$ cat src/rtl/pipe_pkg.sv
// Shared definitions for the pipeline stage buffers: default widths,
// control-word field offsets, MemtoReg encodings and the payload layout.
package pipe_pkg;

    localparam int DW_DEF    = 32;
    localparam int NCH_DEF   = 3;
    localparam int CTRLW_DEF = 10;
    localparam int PC_W      = 32;

    localparam int REGWRITE_BIT = 0;
    localparam int MEMTOREG_LSB = 1;
    localparam int MEMTOREG_W   = 4;
    localparam int DST_LSB      = 5;
    localparam int DST_W        = 5;

    typedef enum logic [MEMTOREG_W-1:0] {
        MTR_ALU = 4'd0,
        MTR_MEM = 4'd1,
        MTR_PC8 = 4'd2,
        MTR_IMM = 4'd3
    } memtoreg_e;

    // Payload for the default configuration; the stage packs in this order.
    typedef struct packed {
        logic [PC_W-1:0]           pc;
        logic [CTRLW_DEF-1:0]      ctrl;
        logic [NCH_DEF*DW_DEF-1:0] data;
    } payload_t;

endpackage

$ cat src/rtl/pipe_slot.sv
// One payload register plus its valid bit. Clear dominates load.
module pipe_slot #(
    parameter int W = 8
) (
    input  logic         clk,
    input  logic         reset,
    input  logic         load,
    input  logic         clr,
    input  logic [W-1:0] d,
    output logic         valid,
    output logic [W-1:0] q
);

    logic         valid_d, valid_q;
    logic [W-1:0] data_d, data_q;

    always_comb begin
        valid_d = valid_q;
        data_d  = data_q;
        if (clr) begin
            valid_d = 1'b0;
        end else if (load) begin
            valid_d = 1'b1;
            data_d  = d;
        end
    end

    always_ff @(posedge clk or negedge reset) begin
        if (!reset) begin
            valid_q <= 1'b0;
            data_q  <= '0;
        end else begin
            valid_q <= valid_d;
            data_q  <= data_d;
        end
    end

    assign valid = valid_q;
    assign q     = data_q;

endmodule

$ cat src/rtl/pipe_stage_buf.sv
// Pipeline stage register with valid/ready handshake, flush and optional skid entry.
// Define PIPE_PERF_EN to build the stall/transfer performance counters.
module pipe_stage_buf
    import pipe_pkg::*;
#(
    parameter int DW    = DW_DEF,
    parameter int NCH   = NCH_DEF,
    parameter int CTRLW = CTRLW_DEF,
    parameter int SKID  = 1
) (
    input  logic              clk,
    input  logic              reset,
    input  logic              flush,
    input  logic              in_valid,
    output logic              in_ready,
    input  logic [31:0]       in_pc,
    input  logic [CTRLW-1:0]  in_ctrl,
    input  logic [NCH*DW-1:0] in_data,
    output logic              out_valid,
    input  logic              out_ready,
    output logic [31:0]       out_pc,
    output logic [CTRLW-1:0]  out_ctrl,
    output logic [NCH*DW-1:0] out_data,
    output logic [31:0]       perf_stall_cnt,
    output logic [31:0]       perf_xfer_cnt
);

    localparam int PW = 32 + CTRLW + NCH*DW;

    logic [PW-1:0] in_pl, main_src, main_pl, skid_pl;
    logic          accept, xfer;
    logic          main_v, skid_v;
    logic          main_load, main_clr, skid_load, skid_clr;

    assign in_pl    = {in_pc, in_ctrl, in_data};
    assign in_ready = (SKID != 0) ? !skid_v : (!main_v || out_ready);
    assign accept   = in_valid && in_ready && !flush;
    assign xfer     = main_v && out_ready;
    // Skid is only ever non-empty behind a full main entry, so it wins the refill.
    assign main_src = skid_v ? skid_pl : in_pl;

    always_comb begin
        main_load = 1'b0;
        main_clr  = flush;
        skid_load = 1'b0;
        skid_clr  = flush;
        if (SKID != 0) begin
            if (!main_v) begin
                main_load = accept;
            end else if (xfer) begin
                main_load = skid_v || accept;
                main_clr  = flush || (!skid_v && !accept);
                skid_clr  = flush || skid_v;
            end else begin
                skid_load = accept;
            end
        end else begin
            main_load = accept;
            main_clr  = flush || (xfer && !accept);
        end
    end

    pipe_slot #(.W(PW)) u_main (
        .clk   (clk),
        .reset (reset),
        .load  (main_load),
        .clr   (main_clr),
        .d     (main_src),
        .valid (main_v),
        .q     (main_pl)
    );

    generate
        if (SKID != 0) begin : g_skid
            pipe_slot #(.W(PW)) u_skid (
                .clk   (clk),
                .reset (reset),
                .load  (skid_load),
                .clr   (skid_clr),
                .d     (in_pl),
                .valid (skid_v),
                .q     (skid_pl)
            );
        end else begin : g_noskid
            assign skid_v  = 1'b0;
            assign skid_pl = '0;
        end
    endgenerate

    assign out_valid = main_v;
    assign out_pc    = main_pl[PW-1 -: 32];
    assign out_ctrl  = main_v ? main_pl[NCH*DW +: CTRLW] : '0;
    assign out_data  = main_pl[NCH*DW-1:0];

`ifdef PIPE_PERF_EN
    logic [31:0] stall_cnt_d, stall_cnt_q, xfer_cnt_d, xfer_cnt_q;

    always_comb begin
        stall_cnt_d = stall_cnt_q;
        xfer_cnt_d  = xfer_cnt_q;
        if (main_v && !out_ready && stall_cnt_q != 32'hFFFF_FFFF)
            stall_cnt_d = stall_cnt_q + 32'd1;
        if (xfer && xfer_cnt_q != 32'hFFFF_FFFF)
            xfer_cnt_d = xfer_cnt_q + 32'd1;
    end

    always_ff @(posedge clk or negedge reset) begin
        if (!reset) begin
            stall_cnt_q <= '0;
            xfer_cnt_q  <= '0;
        end else begin
            stall_cnt_q <= stall_cnt_d;
            xfer_cnt_q  <= xfer_cnt_d;
        end
    end

    assign perf_stall_cnt = stall_cnt_q;
    assign perf_xfer_cnt  = xfer_cnt_q;
`else
    assign perf_stall_cnt = 32'd0;
    assign perf_xfer_cnt  = 32'd0;
`endif

endmodule

$ cat config.mk
export PLATFORM = sky130hd
export DESIGN_NAME = pipe_stage_buf
export DESIGN_NICKNAME = d
export VERILOG_FILES = /design/src/rtl/pipe_pkg.sv /design/src/rtl/pipe_slot.sv /design/src/rtl/pipe_stage_buf.sv
export SDC_FILE = /design/constraint.sdc
export NUM_CORES = 1
export LEC_CHECK = 0
export ABC_AREA = 1
export CAP_MARGIN = 20
export CELL_PAD_IN_SITES_DETAIL_PLACEMENT = 1
export CELL_PAD_IN_SITES_GLOBAL_PLACEMENT = 1
export CORE_ASPECT_RATIO = 2
export CORE_MARGIN = 10
export CORE_UTILIZATION = 35
export CTS_CLUSTER_DIAMETER = 30
export DETAILED_ROUTE_END_ITERATION = 7
export GPL_TIMING_DRIVEN = 0
export HOLD_SLACK_MARGIN = 0.02
export PLACE_DENSITY = 0.91
export SYNTH_ARGS = -nofsm -noshare
export SYNTH_HDL_FRONTEND = slang
export SYNTH_SLANG_ARGS = --single-unit
$ cat constraint.sdc
create_clock -name clk -period 1.6 [get_ports clk]
set_clock_uncertainty 0.05 [all_clocks]
set_input_delay 0.16 -clock clk [delete_from_list [all_inputs] [get_ports clk]]
set_output_delay 0.16 -clock clk [all_outputs]
set_load 0.005 [all_outputs]
# [Word level (Yosys, flattened, before mapping)]
# Index checks and enable logic that the tools add are counted.
[word_totals] reg_bits=278 input_bits=143 output_inout_bits=204
[classes] muxes=14 n_bitwise=2 n_reduce_logical=14
[op_table] cell="$mux W138" count=1
[op_table] cell="$mux W1" count=12
[op_table] cell="$mux W10" count=1
[op_table] cell="$logic_and A1 B1 Y1" count=4
[op_table] cell="$reduce_and A2 Y1" count=2
[op_table] cell="$reduce_bool A2 Y1" count=2
[op_table] cell="$logic_not A1 Y1" count=3
[op_table] cell="$logic_or A1 B1 Y1" count=3
[op_table] cell="$not A1 Y1" count=2

# [Logic depth before layout (Yosys ltp)]
[depth] word_depth=10 mapped_depth=8 depth_no_buf=6

# [Cells and area by module]
# From an unflattened synthesis, not the netlist that was laid out.
[unflattened] cells_unflattened=1750 area_unflattened_um2=13282.7
[modules_own_cells] module="pipe_slot" n_inst=2 cells_each=602 area_each_um2=5441.5 seq_area_each_um2=3478.3
[modules_own_cells] module="pipe_stage_buf" n_inst=1 cells_each=546 area_each_um2=2399.8 seq_area_each_um2=0.0

# [Worst setup path before layout]
# No wires, ideal clock.
[synth_path] path_kind="reg2reg" start="register g_skid.u_skid.valid_q, in the netlist g_skid.u_skid.valid" end="register g_skid.u_skid.data_q[102], in the netlist g_skid.u_skid.q[102]" setup_ns=0.116 t_arrival_ns=1.143 required_time_ns=1.434 setup_slack_ns=0.290 path_stages_with_launch=8 period_less_slack_ns=1.310 path_cell_list="dfrtp_1 buf_4 nor2_2 nand2_1 buf_2 buf_2 nand2_1 nand2_1"
[synth_via] elab_chain_cells=6 word_cells_on_any_way=10 cone_classes="mux: 4; bitwise: 1; reduce/logical: 5"
[synth_rtl] element="start, declared" line_no="pipe_slot.sv:14" rtl="logic valid_d, valid_q;"
[synth_rtl] element="start signal, assigned" line_no="pipe_slot.sv:33" rtl="valid_q <= valid_d;"
[synth_rtl] element="$logic_not A1 Y1" line_no="pipe_stage_buf.sv:36" rtl="assign in_ready = (SKID != 0) ? !skid_v : (!main_v || out_ready);"
[synth_rtl] element="$logic_and A1 B1 Y1 (2 in series)" line_no="pipe_stage_buf.sv:37" rtl="assign accept = in_valid && in_ready && !flush;"
[synth_rtl] element="$mux W1" line_no="pipe_stage_buf.sv:50" rtl="end else if (xfer) begin"
[synth_rtl] element="$mux W1" line_no="pipe_stage_buf.sv:48" rtl="if (!main_v) begin"
[synth_rtl] element="$reduce_and A2 Y1 (no source line) *"
[synth_rtl] element="end signal, assigned" line_no="pipe_slot.sv:34" rtl="data_q <= data_d;"
[synth_rtl] element="end, declared" line_no="pipe_slot.sv:15" rtl="logic [W-1:0] data_d, data_q;"
# Mark *: on every way between the ends. The rest lies on a longest branch, timed or not.
# A chain may end at the register's enable or synchronous reset.

# [Final worst setup path]
[layout_path] start="register g_skid.u_skid.valid_q, in the netlist g_skid.u_skid.valid" end="register u_main.data_q[75], in the netlist u_main.q[75]"
[layout_via] elab_chain_cells=10 word_cells_on_any_way=14 cone_classes="mux: 5; bitwise: 1; reduce/logical: 8"
[layout_rtl] element="$logic_not A1 Y1" line_no="pipe_stage_buf.sv:36, pipe_stage_buf.sv:52"
[layout_rtl] element="$logic_and A1 B1 Y1 (2 in series)" line_no="pipe_stage_buf.sv:37"
[layout_rtl] element="$logic_not A1 Y1"
[layout_rtl] element="$logic_and A1 B1 Y1" line_no="pipe_stage_buf.sv:52" rtl="main_clr = flush || (!skid_v && !accept);"
[layout_rtl] element="$logic_or A1 B1 Y1" line_no="pipe_stage_buf.sv:52"
[layout_rtl] element="$mux W1" line_no="pipe_stage_buf.sv:50"
[layout_rtl] element="$mux W1" line_no="pipe_stage_buf.sv:48"
[layout_rtl] element="$not A1 Y1 (no source line)"
[layout_rtl] element="$reduce_and A2 Y1 (no source line)"
[layout_rtl] element="end signal, assigned" line_no="pipe_slot.sv:34"
[layout_rtl] element="end, declared" line_no="pipe_slot.sv:15"
# Parallel ways exist; a longest one is shown, timed or not.

==> results by stage <==
Outcome:
- The flow ran to the end, but the final reports show violations.
- The checks that failed: setup timing.

Global routing:
- The number of global-route vias before repair was about 16,000.
- The number of antenna violations at the first check in global routing was 8.
- The met3 track utilization from global routing is approximately 6.2%.
- The remaining global-route overflow is 0.
- The first global-routing pass estimated between 80,000 and 90,000 um of wire.
- Global routing consumed, on the met1 layer, between 20% and 30% of the routing resources.
- The global routing stage identified its most utilized layer as met2.
- Global routing used 22.0% of the available tracks.
- Entering global routing, the biggest net connects around 120 pins.
- For this run, global-route usage on met2 was measured as approximately two fifths.

Route:
- For this block, the initial DRC count from the detailed router was approximately 800.
- The length of the first detailed-routing pass in iterations is 5.
- The total routed wirelength is 65,700 um.
- The post-detailed-route count of antenna-violating nets is 0.
- In the routed design, unresolved DRC markers number 0.
- The via-per-instance ratio is a little over 5.
- The via total after detailed routing is 14,800.
- The routed length per instance is 22.6 um.

Setup path:
- Counting cells, the worst reg-to-reg path comes to 7.
- The critical register-to-register path startpoint is g_skid.u_skid.valid.
- The maximum fanout encountered on the critical timing path is 10.
- Traced cell by cell, the critical path runs through buf_6, buf_6, o21ai_4, buf_8, buf_4, nand3_1, nand2_1.
- The kind of critical path is flop to flop.
- On the worst path, the slowest cell contributes a delay of about 0.37 ns.
- Counting both buffers and inverters, the worst setup path holds a total of 4.
- The endpoint identified for the worst register-to-register timing path is u_main.q[75].
- Data on the critical path arrives at its endpoint at about 2.2 ns.
- The required time of the critical path is 2.03 ns.
- The worst setup path is captured at a flop.
- The internal reg-to-reg setup slack is -0.15 ns.
- In this design, the critical path's most frequently occurring cell is sky130_fd_sc_hd__buf_6.
- The cell family contributing the most delay on the critical path is buffers and inverters.
- The cell with the largest stage delay on the worst path is sky130_fd_sc_hd__dfrtp_1.
- The worst setup path is launched from a flop.

Floorplanning:
- From left edge to right edge, the die measures 162 um.
- The floorplan core area is approximately 0.040 sq mm.
- The number of top-level pins is 347.
- The number of cell rows is 104.
- The area enclosed by the die boundary is just under 0.05 sq mm.
- The overall die height is between 300 and 400 um.
- Once the floorplan was initialized, standard cells occupied about 35% of the core.

Synthesis:
- In this run, distinct cell masters in the synthesized netlist total 14.
- Counting flops with an async set or reset pin after synthesis yields a share of 100%.
- The netlist area before placement is 0.0142 sq mm.
- Among all flip-flop cells after synthesis, the most frequent one is sky130_fd_sc_hd__dfrtp_1.
- In this run, synthesis produced a sequential element count of roughly 280.
- The count of mapped cells out of synthesis is between 1,500 and 2,000.
- The part of the Yosys area used for sequential elements is between 40% and 50%.
- The number of enable flip-flop cells after synthesis is 0.
- The most common cell in the synthesized netlist is sky130_fd_sc_hd__nand2_1.
- Yosys printed 0 warnings.
- Averaged over all synthesized cells, the footprint is between 7 and 8 sq um.
- By area the synthesized netlist is led by sky130_fd_sc_hd__dfrtp_1 (49%), sky130_fd_sc_hd__nand2_1 (26%), sky130_fd_sc_hd__buf_4 (10%).
- The biggest area consumer among synthesized cells is sky130_fd_sc_hd__dfrtp_1.
- The share of the synthesized area in the top cell type is slightly below 50%.
- By count the netlist is led by sky130_fd_sc_hd__nand2_1 (982), sky130_fd_sc_hd__dfrtp_1 (278), sky130_fd_sc_hd__nand3_1 (278).

Pwr:
- The sequential share of power is a little under two fifths.
- The clock group share of total power is 36.5%.
- The power per cell area is between 1000 and 1500 mW/mm^2.
- Cell internal power was estimated by the tool at around 18 mW.
- In this run the static leakage power is 11.8 nW.
- The switching power total is a little under 9 mW.
- The switching fraction of total power is a little under a third.
- The worst supply voltage drop on vdd is ~0.75 mV.
- The total power of the final layout is approximately 27 mW.
- Combinational logic burns between 20% and 30% of the power.

Clock tree:
- In this run the clock root is driven by a sky130_fd_sc_hd__clkbuf_16.
- The TritonCTS buffer count is between 40 and 50.
- The count of clock tree sinks is 278.
- In this run the number of H-tree levels came out at 2.
- The clock slew seen by the registers of the worst setup and hold paths is around 0.060 ns.
- The clock latency of the later-clocked register in the worst-skew pair is ~0.55 ns.
- The CTS tree is done.
- The number of buffers between clock root and the deepest sink is 3.

Cells and area:
- In the final layout, the share of cells above drive strength 1 is 29.9%.
- The relative area change from synthesis to final layout is 53.4%.
- The number of nets in the finished design is approximately 2,500.

STA:
- The final worst setup slack is -0.155 ns.
- The final critical path takes up 110% of the cycle.
- The tightest hold margin is 0.0883 ns.
- In this run the tightest slew margin relative to its limit is 54.1%.
- The max-slew violation count came to 0.
- The total setup violations reported at the end of the flow is ~160.
- The routed design could run at a clock period as short as ~1.8 ns.
- The slew of the pin with the lowest slew margin is slightly below 0.7 ns.
- Setup repair after global routing could not meet its margin everywhere.
- The final count of hold timing violations is 0.
- Timing would allow up to between 500 and 600 MHz.

Place:
- The weighted congestion reported at the end of routability-driven placement is 0.871.
- The total half-perimeter wirelength after legalization and detailed placement is slightly above 40,000 um.
- The number of input and output port buffers inserted is roughly 280.

Run:
- Across the run, the number of max-cap violations was 0.

Min path:
- The path class of the tightest hold or removal check is input port to asynchronous set/reset pin.
==> logic make-up after synthesis <==
logic type | after synthesis | synth area share (%)
AO/OA/AOI/OAI | 3 | 0.150
other | 1 | 0.0265
AND/OR/NAND/NOR | 1262 | 35.9
flip-flops | 278 | 49.1
buffers and inverters | 327 | 14.8
==> metrics by stage <==
step	area, sq um	utilization, %	setup WS, ns	cells	setup TNS [ns]
floorplan	14400	-	0.290	1934	0
global route	21700	54.2	-0.232	2898	-18.50
finish	21700	54.2	-0.155	2900	-6.15
global placement	17900	44.6	-11.79	2746	-3361.40
CTS	19900	49.6	-0.150	2867	-9.16
detailed placement	17900	44.8	-0.539	2748	-108.62
==> worst max path at each step <==
stage                                   start                   end  slack, ns  depth (start not counted)
after floorplan           g_skid.u_skid.valid  g_skid.u_skid.q[102]       0.29                          7
after CTS                 g_skid.u_skid.valid              in_ready      -0.15                          4
after detailed placement                flush    g_skid.u_skid.q[7]      -0.54                          9
after global placement                  reset          u_main.q[37]     -11.79                          1
final                     g_skid.u_skid.valid          u_main.q[75]      -0.15                          7
after global routing      g_skid.u_skid.valid          u_main.q[75]      -0.23                          8
==> power groups by stage <==
stage / Sequential (mW) / Combinational (mW) / Clock, mW
after global placement: 9.64 / 5.80 / 0
after global routing: 10.2 / 7.75 / 10.3
after CTS: 9.67 / 6.05 / 9.93
final: 10.0 / 7.14 / 9.89
after floorplan: 9.41 / 3.20 / 0
after detailed placement: 9.75 / 6.15 / 0
==> state kept, by name, indices dropped and copies added, names as in the netlist <==
register and cells:
g_skid.u_skid.q 138, g_skid.u_skid.valid 1, u_main.q 138, u_main.valid 1
==> cell usage in the layout, fill, tap and decap left out, types with 2 or more instances in the layout <==
cell type,count
sky130_fd_sc_hd__clkbuf_1,10
sky130_fd_sc_hd__buf_4,237
sky130_fd_sc_hd__clkbuf_16,66
sky130_fd_sc_hd__clkbuf_4,24
sky130_fd_sc_hd__buf_16,2
sky130_fd_sc_hd__nand3_1,278
sky130_fd_sc_hd__nand2_2,151
sky130_fd_sc_hd__clkdlybuf4s15_1,4
sky130_fd_sc_hd__conb_1,64
sky130_fd_sc_hd__diode_2,4
sky130_fd_sc_hd__clkinv_2,5
sky130_fd_sc_hd__clkinvlp_4,8
sky130_fd_sc_hd__nor2_4,2
sky130_fd_sc_hd__buf_12,12
sky130_fd_sc_hd__nand2_4,69
sky130_fd_sc_hd__inv_6,5
sky130_fd_sc_hd__buf_8,29
sky130_fd_sc_hd__inv_2,11
sky130_fd_sc_hd__clkbuf_2,11
sky130_fd_sc_hd__clkinv_4,3
sky130_fd_sc_hd__nand2_1,761
sky130_fd_sc_hd__buf_6,32
sky130_fd_sc_hd__bufinv_16,2
sky130_fd_sc_hd__buf_2,25
sky130_fd_sc_hd__inv_8,2
sky130_fd_sc_hd__dlygate4sd2_1,121
sky130_fd_sc_hd__dfrtp_1,277
sky130_fd_sc_hd__clkbuf_8,7
sky130_fd_sc_hd__clkdlybuf4s50_1,141
==> layout make-up <==
| class | count | area, sq um |
|---|---|---|
| clock buffer | 61 | 1300 |
| fill | 4727 | 18300 |
| buffer | 309 | 2600 |
| sequential | 278 | 6960 |
| inverter | 13 | 56.3 |
| clock inverter | 24 | 226 |
| antenna | 4 | 10.0 |
| multi-input combinational | 1329 | 6280 |
| timing repair buffer | 352 | 3640 |
| tap | 530 | 663 |
==> per-layer routing <==
metal  vias to the layer above  part of all wire [%]
li1                       6522                     -
met2                       656                    53
met1                      7399                    34
met3                       238                   6.7
met4                        10                   6.0
met5                         -                 0.096
==> timing repair <==
item                                    4_1_cts  5_1_grt
cloned                                        1       20
gates resized for setup                     293      427
setup buffers                                32       15
hold endpoints to repair                    145        0
pin swaps                                     1       11
endpoints found under the setup margin      399      275
hold buffers                                  1        0
No activity file was read; power rests on OpenSTA's default activity.
